--- src/rtl/fetch_pc_unit_pkg.sv ---
// Shared fetch-stage definitions: PC width, reset/BTB defaults, BTB entry layout.
package fetch_pc_unit_pkg;

    localparam int                  PC_WIDTH           = 32;
    localparam logic [PC_WIDTH-1:0] DEF_RESET_PC       = 32'h0000_0000;
    localparam int                  DEF_BTB_INDEX_BITS = 6;
    localparam int                  DEF_BTB_TAG_BITS   = 30 - DEF_BTB_INDEX_BITS;

    typedef struct packed {
        logic                        valid;
        logic [DEF_BTB_TAG_BITS-1:0] tag;
        logic [PC_WIDTH-3:0]         target;
    } btb_entry_t;

    function automatic logic [PC_WIDTH-1:0] word_align(input logic [PC_WIDTH-1:0] a);
        return {a[PC_WIDTH-1:2], 2'b00};
    endfunction

endpackage

--- src/rtl/fetch_pc_unit_if.sv ---
// Fetch PC unit bus: redirect/stall/BHT/BTB-update inputs and fetch/prediction outputs.
interface fetch_pc_unit_if;
    import fetch_pc_unit_pkg::*;

    logic                stall;
    logic                redirect_valid;
    logic [PC_WIDTH-1:0] redirect_PC;
    logic                predict_taken;
    logic                btb_update_enable;
    logic [PC_WIDTH-1:0] btb_update_PC;
    logic [PC_WIDTH-1:0] btb_update_target;
    logic [PC_WIDTH-1:0] lookup_PC;
    logic [PC_WIDTH-1:0] fetch_PC;
    logic                fetch_valid;
    logic                pred_taken_out;
    logic [PC_WIDTH-1:0] pred_target;

    modport master (
        output stall, redirect_valid, redirect_PC, predict_taken,
               btb_update_enable, btb_update_PC, btb_update_target,
        input  lookup_PC, fetch_PC, fetch_valid, pred_taken_out, pred_target
    );

    modport slave (
        input  stall, redirect_valid, redirect_PC, predict_taken,
               btb_update_enable, btb_update_PC, btb_update_target,
        output lookup_PC, fetch_PC, fetch_valid, pred_taken_out, pred_target
    );

endinterface

--- src/rtl/fetch_pc_unit_btb_table.sv ---
// Direct-mapped tagged BTB: combinational read, synchronous write, async-cleared valid bits.
module btb_table
    import fetch_pc_unit_pkg::*;
#(
    parameter int IDX_W = DEF_BTB_INDEX_BITS,
    parameter int TAG_W = 30 - IDX_W
) (
    input  logic             clk,
    input  logic             rst,
    input  logic [IDX_W-1:0] i_rd_idx,
    input  logic [TAG_W-1:0] i_rd_tag,
    output logic             o_rd_hit,
    output logic [29:0]      o_rd_target,
    input  logic             i_wr_en,
    input  logic [IDX_W-1:0] i_wr_idx,
    input  logic [TAG_W-1:0] i_wr_tag,
    input  logic [29:0]      i_wr_target
);

    localparam int ENTRIES = 1 << IDX_W;

    logic [ENTRIES-1:0] r_valid;
    logic [TAG_W-1:0]   r_tag    [ENTRIES];
    logic [29:0]        r_target [ENTRIES];

    // Only valid bits need reset; tag/target are meaningless until valid is set.
    always_ff @(posedge clk or negedge rst) begin
        if (!rst)
            r_valid <= '0;
        else if (i_wr_en)
            r_valid[i_wr_idx] <= 1'b1;
    end

    always_ff @(posedge clk) begin
        if (i_wr_en) begin
            r_tag[i_wr_idx]    <= i_wr_tag;
            r_target[i_wr_idx] <= i_wr_target;
        end
    end

    // Read sees the array before this edge's write lands.
    assign o_rd_hit    = r_valid[i_rd_idx] & (r_tag[i_rd_idx] == i_rd_tag);
    assign o_rd_target = r_target[i_rd_idx];

endmodule

--- src/rtl/fetch_pc_unit.sv ---
// Fetch-stage next-PC generator: PC register, BTB lookup and redirect/stall/predict next-PC mux.
module fetch_pc_unit
    import fetch_pc_unit_pkg::*;
#(
    parameter logic [31:0] RESET_PC       = DEF_RESET_PC,
    parameter int          BTB_INDEX_BITS = DEF_BTB_INDEX_BITS,
    parameter int          BTB_TAG_BITS   = 30 - BTB_INDEX_BITS
) (
    input  logic          clk,
    input  logic          rst,
    fetch_pc_unit_if.slave bus
);

    logic [PC_WIDTH-1:0]       r_pc;
    logic                      r_fetch_valid;

    logic [BTB_INDEX_BITS-1:0] w_rd_idx;
    logic [BTB_TAG_BITS-1:0]   w_rd_tag;
    logic [BTB_INDEX_BITS-1:0] w_wr_idx;
    logic [BTB_TAG_BITS-1:0]   w_wr_tag;
    logic                      w_btb_hit;
    logic [29:0]               w_btb_word;
    logic [PC_WIDTH-1:0]       w_btb_target;
    logic [PC_WIDTH-1:0]       w_pc_inc;
    logic                      w_pred;
    logic [PC_WIDTH-1:0]       w_next_pc;
    logic [1:0]                w_unused;

    assign w_rd_idx     = r_pc[BTB_INDEX_BITS+1:2];
    assign w_rd_tag     = r_pc[PC_WIDTH-1:BTB_INDEX_BITS+2];
    assign w_wr_idx     = bus.btb_update_PC[BTB_INDEX_BITS+1:2];
    assign w_wr_tag     = bus.btb_update_PC[PC_WIDTH-1:BTB_INDEX_BITS+2];
    assign w_unused     = bus.btb_update_PC[1:0] ^ bus.btb_update_target[1:0];

    btb_table #(
        .IDX_W (BTB_INDEX_BITS),
        .TAG_W (BTB_TAG_BITS)
    ) u_btb (
        .clk         (clk),
        .rst         (rst),
        .i_rd_idx    (w_rd_idx),
        .i_rd_tag    (w_rd_tag),
        .o_rd_hit    (w_btb_hit),
        .o_rd_target (w_btb_word),
        .i_wr_en     (bus.btb_update_enable),
        .i_wr_idx    (w_wr_idx),
        .i_wr_tag    (w_wr_tag),
        .i_wr_target (bus.btb_update_target[PC_WIDTH-1:2])
    );

    assign w_btb_target = {w_btb_word, 2'b00};
    assign w_pc_inc     = r_pc + 32'd4;
    // The BTB only supplies a target; the BHT alone decides direction.
    assign w_pred       = r_fetch_valid & w_btb_hit & bus.predict_taken;

    always_comb begin
        w_next_pc = w_pc_inc;
        if (bus.redirect_valid)
            w_next_pc = word_align(bus.redirect_PC);
        else if (bus.stall)
            w_next_pc = r_pc;
        else if (w_pred)
            w_next_pc = w_btb_target;
    end

    always_ff @(posedge clk or negedge rst) begin
        if (!rst) begin
            r_pc          <= word_align(RESET_PC);
            r_fetch_valid <= 1'b0;
        end else begin
            r_pc          <= w_next_pc;
            r_fetch_valid <= 1'b1;
        end
    end

    assign bus.lookup_PC      = r_pc;
    assign bus.fetch_PC       = r_pc;
    assign bus.fetch_valid    = r_fetch_valid;
    assign bus.pred_taken_out = w_pred;
    assign bus.pred_target    = w_pred ? w_btb_target : w_pc_inc;

endmodule

--- src/flat_wrapper.sv ---
// flat-port wrapper written by rule: the top's interface ports become plain ports
module fetch_pc_unit_flat import fetch_pc_unit_pkg::*;
#(
    parameter logic [31:0] RESET_PC       = DEF_RESET_PC,
    parameter int          BTB_INDEX_BITS = DEF_BTB_INDEX_BITS,
    parameter int          BTB_TAG_BITS   = 30 - BTB_INDEX_BITS
)
  (clk, rst, bus_stall, bus_redirect_valid, bus_redirect_PC, bus_predict_taken, bus_btb_update_enable, bus_btb_update_PC, bus_btb_update_target, bus_lookup_PC, bus_fetch_PC, bus_fetch_valid, bus_pred_taken_out, bus_pred_target);
  fetch_pc_unit_if bus_i ();
  input  logic clk;
  input  logic rst;
  input wire logic [$bits(bus_i.stall)-1:0] bus_stall;
  input wire logic [$bits(bus_i.redirect_valid)-1:0] bus_redirect_valid;
  input wire logic [$bits(bus_i.redirect_PC)-1:0] bus_redirect_PC;
  input wire logic [$bits(bus_i.predict_taken)-1:0] bus_predict_taken;
  input wire logic [$bits(bus_i.btb_update_enable)-1:0] bus_btb_update_enable;
  input wire logic [$bits(bus_i.btb_update_PC)-1:0] bus_btb_update_PC;
  input wire logic [$bits(bus_i.btb_update_target)-1:0] bus_btb_update_target;
  output wire logic [$bits(bus_i.lookup_PC)-1:0] bus_lookup_PC;
  output wire logic [$bits(bus_i.fetch_PC)-1:0] bus_fetch_PC;
  output wire logic [$bits(bus_i.fetch_valid)-1:0] bus_fetch_valid;
  output wire logic [$bits(bus_i.pred_taken_out)-1:0] bus_pred_taken_out;
  output wire logic [$bits(bus_i.pred_target)-1:0] bus_pred_target;
  assign bus_i.stall = bus_stall;
  assign bus_i.redirect_valid = bus_redirect_valid;
  assign bus_i.redirect_PC = bus_redirect_PC;
  assign bus_i.predict_taken = bus_predict_taken;
  assign bus_i.btb_update_enable = bus_btb_update_enable;
  assign bus_i.btb_update_PC = bus_btb_update_PC;
  assign bus_i.btb_update_target = bus_btb_update_target;
  assign bus_lookup_PC = bus_i.lookup_PC;
  assign bus_fetch_PC = bus_i.fetch_PC;
  assign bus_fetch_valid = bus_i.fetch_valid;
  assign bus_pred_taken_out = bus_i.pred_taken_out;
  assign bus_pred_target = bus_i.pred_target;
  fetch_pc_unit #(.RESET_PC(RESET_PC), .BTB_INDEX_BITS(BTB_INDEX_BITS), .BTB_TAG_BITS(BTB_TAG_BITS)) u_core (.clk(clk), .rst(rst), .bus(bus_i));
endmodule
--- config.mk ---
export PLATFORM = sky130hd
export DESIGN_NAME = fetch_pc_unit_flat
export DESIGN_NICKNAME = d
export VERILOG_FILES = /design/src/rtl/fetch_pc_unit_pkg.sv /design/src/rtl/fetch_pc_unit_if.sv /design/src/rtl/fetch_pc_unit_btb_table.sv /design/src/rtl/fetch_pc_unit.sv /design/src/flat_wrapper.sv
export SDC_FILE = /design/constraint.sdc
export NUM_CORES = 2
export LEC_CHECK = 0
export CAP_MARGIN = 20
export CORE_MARGIN = 8
export CORE_UTILIZATION = 50
export DETAILED_ROUTE_END_ITERATION = 16
export GPL_TIMING_DRIVEN = 0
export HOLD_SLACK_MARGIN = 0.06
export PLACE_DENSITY_LB_ADDON = 0.3
export SETUP_SLACK_MARGIN = 0.4
export SLEW_MARGIN = 20
export SYNTH_ARGS = -nofsm -noshare
export SYNTH_HDL_FRONTEND = slang
export SYNTH_SLANG_ARGS = --single-unit
--- constraint.sdc ---
create_clock -name clk -period 5.1 [get_ports clk]
set_input_delay 1.53 -clock clk [delete_from_list [all_inputs] [get_ports clk]]
set_output_delay 1.53 -clock clk [all_outputs]
set_load 0.05 [all_outputs]
---- Yosys cells after proc, flatten, opt, wreduce, memory -nomap -nowiden ----
Memory sizes are Yosys's and may differ from the RTL's.
Cells that the tools add are included.
storage, ports and cells
  output and inout port bits .............. 98
  bits in writable memories ............... 3,456
  memories kept ........................... 2
  input bits .............................. 102
  word-level logic and storage cells ...... 25
  flip-flop bits (word level) ............. 97
cells by class
  add/sub/neg operators ................... 1
  multiplexer cells ....................... 9
  equal/unequal tests ..................... 2
  $lt $le $gt $ge ......................... 3
  bitwise operators ....................... 4
  reductions and logical operators ........ 1
memories
  memory                 words  bits a word  read ports  clocked after memory_dff  wr ports  line                           RTL
  u_core.u_btb.r_target  64     30           1           0                         1         fetch_pc_unit_btb_table.sv:24  logic [29:0] r_target [ENTRIES];
  u_core.u_btb.r_tag     64     24           1           0                         1         fetch_pc_unit_btb_table.sv:23  logic [TAG_W-1:0] r_tag [ENTRIES];
operator list
  cell                                                        count
  2-to-1 mux 32 bit                                           3
  bitwise OR 64 bit                                           1
  adder 32 x 3 -> 32 bit, second input constant               1
  == test 24 bit                                              1
  less-than comparator 6 x 7 -> 1 bit, second input constant  2
  binary-select mux 1 bit (select 6 bit)                      1
  demux 1 bit (select 6 bit)                                  1
  >= comparator 6 x 1 -> 1 bit, second input constant         1
  2-to-1 mux 1 bit                                            4
  AND 1 bit                                                   3
  != test 2 x 1 -> 1 bit, second input constant               1
  logical AND 1 bit                                           1

---- Logic depth before layout (Yosys ltp) ----
  word-level depth ........................ 8
  depth in mapped cells ................... 19
  depth with buffers taken out ............ 10

---- Modules after synthesis ----
Synthesis repeated with hierarchy kept, for this count alone.
unflattened totals
  cell total of the unflattened synthesis .. 5,935
  area total of the unflattened synthesis .. 137,186.6 um^2
modules (own cells, without submodules)
  module         instances  cells each  seq. area each (um^2)  area an instance (um^2)
  btb_table      1          5,554       105,381.1              134,223.7
  fetch_pc_unit  1          381         825.8                  2,962.8

---- Least setup slack after synthesis ----
OpenSTA, ideal clock, no wires.
  path kind ............................... reg-to-output
  start ................................... reg u_core.r_pc[3] (netlist: u_core.bus.fetch_PC[3])
  end ..................................... out bus_pred_taken_out
  setup slack ............................. -1.375 ns
  required time ........................... 3.570 ns
  arrival time ............................ 4.945 ns
  stages on the path, launching flop included .. 14
  buffers on the path ..................... 5
  path through ............................ dfrtp_1 -> buf_4 -> buf_4 -> buf_2 -> buf_2 -> buf_2 -> mux2i_1 -> a22oi_1 -> a31oi_1 -> nand3_1 -> xor2_1 -> o41ai_1 -> or4b_2 -> nor4_1
on the way
  cells in the longest elaborated chain, start to end .. 5
  elaborated cells between the ends (all ways) .. 7
  those cells by class .................... eq/ne: 1; mux: 2; bitwise: 3; memory: 1
ends and longest elaborated chain
  what                                                                                 line                           RTL
  start, declared                                                                      fetch_pc_unit.sv:14            logic [PC_WIDTH-1:0] r_pc;
  start signal, assigned                                                               fetch_pc_unit.sv:68            r_pc <= word_align(RESET_PC);
  start signal, assigned                                                               fetch_pc_unit.sv:71            r_pc <= w_next_pc;
  memory read (64 x 24 bit) or binary-select mux 1 bit (select 6 bit) (tied branches)  -
  == test 24 bit or 2-to-1 mux 1 bit (tied branches)                                   fetch_pc_unit_btb_table.sv:42  assign o_rd_hit = r_valid[i_rd_idx] & (r_tag[i_rd_idx] == i_rd_tag);
  AND 1 bit (*)                                                                        fetch_pc_unit_btb_table.sv:42
  AND 1 bit (*) (2 in series)                                                          fetch_pc_unit.sv:54            assign w_pred = r_fetch_valid & w_btb_hit & bus.predict_taken;
  end, declared                                                                        flat_wrapper.sv:22             output wire logic [$bits(bus_i.pred_taken_out)-1:0] bus_pred_taken_out;
Every way passes the cells marked *; elsewhere a longest branch is shown, timed or not. The select of a mux whose other input is x is not followed.

---- Worst setup path after layout ----
  start ................................... reg u_core.r_pc[2] (netlist: u_core.bus.fetch_PC[2])
  end ..................................... out bus_pred_target[14]
on the way
  cells in the longest elaborated chain, start to end .. 6
  elaborated cells between the ends (all ways) .. 10
  those cells by class .................... add/sub: 1; eq/ne: 1; mux: 3; bitwise: 3; memory: 2
ends and longest elaborated chain
  what                                                                                 line                           RTL
  memory read (64 x 24 bit) or binary-select mux 1 bit (select 6 bit) (tied branches)  -
  == test 24 bit or 2-to-1 mux 1 bit (tied branches)                                   fetch_pc_unit_btb_table.sv:42
  AND 1 bit                                                                            fetch_pc_unit_btb_table.sv:42
  AND 1 bit (2 in series)                                                              fetch_pc_unit.sv:54
  2-to-1 mux 32 bit (*)                                                                fetch_pc_unit.sv:80            assign bus.pred_target = w_pred ? w_btb_target : w_pc_inc;
  end, declared                                                                        flat_wrapper.sv:23             output wire logic [$bits(bus_i.pred_target)-1:0] bus_pred_target;
Marked as above.

==> run_results.csv <==
group,metric,value,unit
status,status,"finished, violations left",
status,violations,"negative setup slack",
die,pin_count,200,
power_and_ir_drop,p_seq_share,47.2,%
setup_path,worstPathArrival,5.53,ns
worst_hold_path,min_path_type,"flip-flop to flip-flop",
finish,nets,7265,
synth,synth_xor_area_share,0.3044,%
clock_network,cts_root_buf,"clkbuf_16",
timing,worstMarginPinSlew,1.256,ns
timing,setup_tns,-60.03,ns
timing,hold_ws,0.4614,ns
setup_path,crit_buf_inv,10,
synth,syn_inst,6156,
setup_path,crit-reg2reg-launch,"u_core.bus.fetch_PC[2]",
detailed_routing,wl,469100,um
setup_path,crit_family,"buffers and inverters",
finish,drive_gt1_share,35.68,%
synth,synth-main-ff-cell,"edfxtp_1",
power_and_ir_drop,power.switching,17430,uW
die,core,275500,sq um
timing,fmaxAchievable,0.1417,GHz
power_and_ir_drop,p_per_area,408.3,nW/um^2
clock_network,clockBufferDepth,4,
setup_path,reg2reg_slack,0.39,ns
setup_path,worstRegToRegCells,18,
timing,finClkSkew,0.05510,ns
job,max_cap_violations,0,
timing,fin_crit_sh,138.4,%
global_routing,grt_max_degree,72,
synth,ys_warn_count,0,
synth,yosys.area_share.simple,2.225,%
place,place_ws,-4.171,ns
detailed_routing,drtIter0Drc,13380,
timing,slew_headroom,16.24,%
synth,synthMuxAreaShare,16.90,%
place,dp_cells,10360,
finish,finalNonFillerCells,11150,
worst_hold_path,min_to,"u_core.u_btb.r_valid[16]",
synth,synth_compound_area_share,2.084,%
setup_path,crit_path_start_kind,"flip-flop",
die,initial_core_util,50.12,%
detailed_routing,drtPass1Iterations,6,
power_and_ir_drop,p_int,51530,uW
die,dieArea,293300,sq um
timing,final_hold_viol_count,0,
finish,final_cell_area,168900,sq um
synth,synth_fa_ha_area_share,0.009060,%
synth,ys_seq_area_share,76.90,%
setup_path,reg2reg_to,"u_core.bus.fetch_PC[6]",
detailed_routing,wire_per_inst,42.06,um
synth,synthesis.nets,6259,
setup_path,crit_top_cell,"buf_12",
setup_path,critPathMaxFanout,10,
timing,setup_ws,-1.957,ns
setup_path,crit_slowest_cell,"mux4_2",
finish,syn2layout_area_growth,22.30,%
detailed_routing,route.detailed.drc,0,
global_routing,grt_first_pass_wirelength,626800,um
setup_path,path_cells,"buf_12 -> buf_4 -> buf_12 -> buf_16 -> buf_12 -> buf_12 -> mux4_2 -> mux2i_2 -> a32oi_1 -> a21oi_1 -> o221ai_2 -> nand2_2 -> nand4_1 -> buf_6 -> nor2_4 -> buf_12 -> buf_12 -> a21oi_4 -> nor2_4 -> buf_8",
clock_network,cts_buffers,349,
die,placementRows,193,
clock_network,cts_tree,"built",
timing,setup_viol,33,
power_and_ir_drop,peakVddDrop,0.4091,mV
detailed_routing,vias,76040,
setup_path,crit_path_end_kind,"output pin",
synth,async_flop_share,2.730,%
setup_path,path_class,"flip-flop to output pin",
power_and_ir_drop,p_leak,0.05530,uW
place,dpl.hpwl,315900,um
timing,rsz0062_at_grt,"true",
global_routing,antenna_found_initial,28,
power_and_ir_drop,comb_power_share,15.7,%
place,dpl_cell_area,153200,sq um
global_routing,grt_usage,31.26,%
power_and_ir_drop,pwr-share-clk,37.1,%
global_routing,grtUsageMet3,8.333,%
global_routing,use_met1,37.38,%
global_routing,grt_busiest_layer,"met2",
place,finalWeightedCongestion,0.9084,
setup_path,cp_slowest_stage_delay,0.54,ns
global_routing,grt_pass1_vias,74730,
detailed_routing,viasPerCell,6.819,
worst_hold_path,min_from,"u_core.u_btb.r_valid[16]",
clock_network,htreeDepth,5,
clock_network,clock_latency,0.92,ns
clock_network,clock-sinks,3553,
setup_path,worstPathRequired,3.57,ns
timing,final_max_slew_viol_count,0,
synth,synth_top_family_by_area,"multiplexers",
worst_hold_path,whs_path_depth,1,
timing,fin_crit,7.057,ns
global_routing,use_met2,49.58,%
synth,ys_types,76,
detailed_routing,ant_nets,0,
synth,syn_area_per_cell,22.43,sq um
clock_network,clk_pin_slew,0.06,ns
synth,netlist_area,138100,sq um
power_and_ir_drop,sw_frac_of_total,25.27,%
synth,synth-edff-count,3456,
place,portBuffers,188,
synth,synth-seq-cells,3553,
die,die_width,541.6,um
global_routing,gr-total-overflow,0,
die,fp.dieH,541.6,um
## worst max-delay path by stage
stage | startpoint | endpoint | slack (ns) | cells past startpoint
4_1_cts | u_core.bus.fetch_PC[3] | bus_pred_taken_out | -1.69 | 15
3_5_place_dp | u_core.bus.fetch_PC[2] | bus_pred_target[15] | -4.17 | 17
2_1_floorplan | u_core.bus.fetch_PC[2] | bus_pred_target[31] | -0.11 | 13
3_3_place_gp | bus_btb_update_PC[2] | u_core.u_btb.r_valid[61] | -5.67 | 5
5_1_grt | u_core.bus.fetch_PC[2] | bus_pred_target[14] | -1.94 | 20
6_report | u_core.bus.fetch_PC[2] | bus_pred_target[14] | -1.96 | 20
## timing repair
| action | in CTS | in global routing |
|---|---|---|
| buffers inserted | 111 | 37 |
| gates resized for setup | 852 | 92 |
| endpoints found under the setup margin | 65 | 36 |
| hold buffers | 0 | 0 |
| pin swaps | 39 | 33 |
| endpoints found under the hold margin | 0 | 0 |
| cloned | 5 | 2 |
## flip-flops by register name (all words and copies together) (netlist names)
signal,cells
u_core.u_btb.r_valid,64
u_core.u_btb.r_target,1920
u_core.bus.fetch_PC,32
u_core.bus.fetch_valid,1
u_core.u_btb.r_tag,1536
## placed cells by master (no fill, tap or decap), drive strengths merged, types with 19 or more instances in the layout
cell type,synthesis,final
a221oi,24,24
a21oi,86,86
o21ai,33,33
nand2,110,110
buf,266,816
clkdlybuf4s50,0,100
nor2,157,157
a22oi,113,113
diode,0,20
o31ai,31,31
bufinv,0,32
xor2,21,21
and3,19,19
mux4,903,903
or2,71,71
mux2i,260,260
xnor2,27,27
mux2,36,36
nor4b,27,27
clkinv,2,137
clkbuf,114,549
dfrtp,97,97
edfxtp,3456,3456
nor2b,20,20
nor3,24,24
nand3,56,56
## power groups by stage
stage / logic (uW) / registers, uW / clock network [uW]
floorplan: 5450 / 33200 / 0
global route: 11000 / 32600 / 26700
CTS: 10400 / 32500 / 25600
detailed placement: 9330 / 33200 / 0
global placement: 9030 / 33200 / 0
finish: 10800 / 32600 / 25600
## through the flow
| step | power [uW] | util [%] |
|---|---|---|
| 3_5_place_dp | 42500 | 55.61 |
| 6_report | 68960 | 61.30 |
| 2_1_floorplan | 38600 | - |
| 5_1_grt | 70220 | 61.29 |
| 4_1_cts | 68560 | 61.03 |
| 3_3_place_gp | 42270 | 52.98 |
## Yosys cell counts (6+ instances only)
master / n / area, sq um
a211oi_1: 11 / 82.58
a21oi_1: 86 / 430.4
a221o_1: 11 / 110.1
a221oi_1: 23 / 201.4
a22oi_1: 113 / 848.3
a311oi_1: 8 / 70.07
a31oi_1: 18 / 112.6
a32oi_1: 7 / 61.31
and2_1: 9 / 56.30
and3_1: 19 / 118.9
buf_1: 29 / 108.9
buf_2: 120 / 600.6
buf_4: 87 / 653.1
buf_6: 30 / 337.8
clkbuf_1: 114 / 427.9
dfrtp_1: 97 / 2427
edfxtp_1: 3456 / 103800
inv_1: 9 / 33.78
mux2_2: 36 / 405.4
mux2i_1: 260 / 2603
mux4_2: 903 / 20340
nand2_1: 110 / 412.9
nand2b_1: 8 / 50.05
nand3_1: 56 / 280.3
nand3b_1: 6 / 45.04
nand4_1: 13 / 81.33
nor2_1: 156 / 585.6
nor2b_1: 20 / 125.1
nor3_1: 24 / 120.1
nor4b_2: 16 / 240.2
nor4b_4: 10 / 237.7
o21ai_0: 33 / 165.2
o221ai_1: 10 / 87.58
o22ai_1: 18 / 112.6
o31ai_1: 31 / 232.7
or2_2: 69 / 431.7
or3_1: 9 / 56.30
xnor2_1: 27 / 236.5
xor2_1: 21 / 183.9
## cell families (layout without fill, tap and decap cells)
family | count (synthesis) | after routing
compound gates | 409 | 409
xor+xnor | 48 | 48
fa+ha+maj | 1 | 1
buf+inv | 391 | 1662
flops | 3553 | 3553
mux | 1199 | 1199
other cells | 1 | 21
simple gates | 554 | 554
## cell type report
class / instances / area [sq um]
Antenna cell: 20 / 50.05
Buffer: 380 / 5157
Clock buffer: 433 / 9299
Clock inverter: 183 / 1770
Fill cell: 18090 / 106600
Inverter: 11 / 46.29
Multi-Input combinational cell: 2212 / 31360
Sequential cell: 3553 / 106200
Tap cell: 3705 / 4636
Timing Repair Buffer: 655 / 10370
## layer usage
metal | share of wire, % | up-vias
li1 | - | 28160
met1 | 32 | 39550
met2 | 47 | 6570
met3 | 12 | 1752
met4 | 9.3 | 8
met5 | 0.011 | -
(Power assumes the default switching activity.)
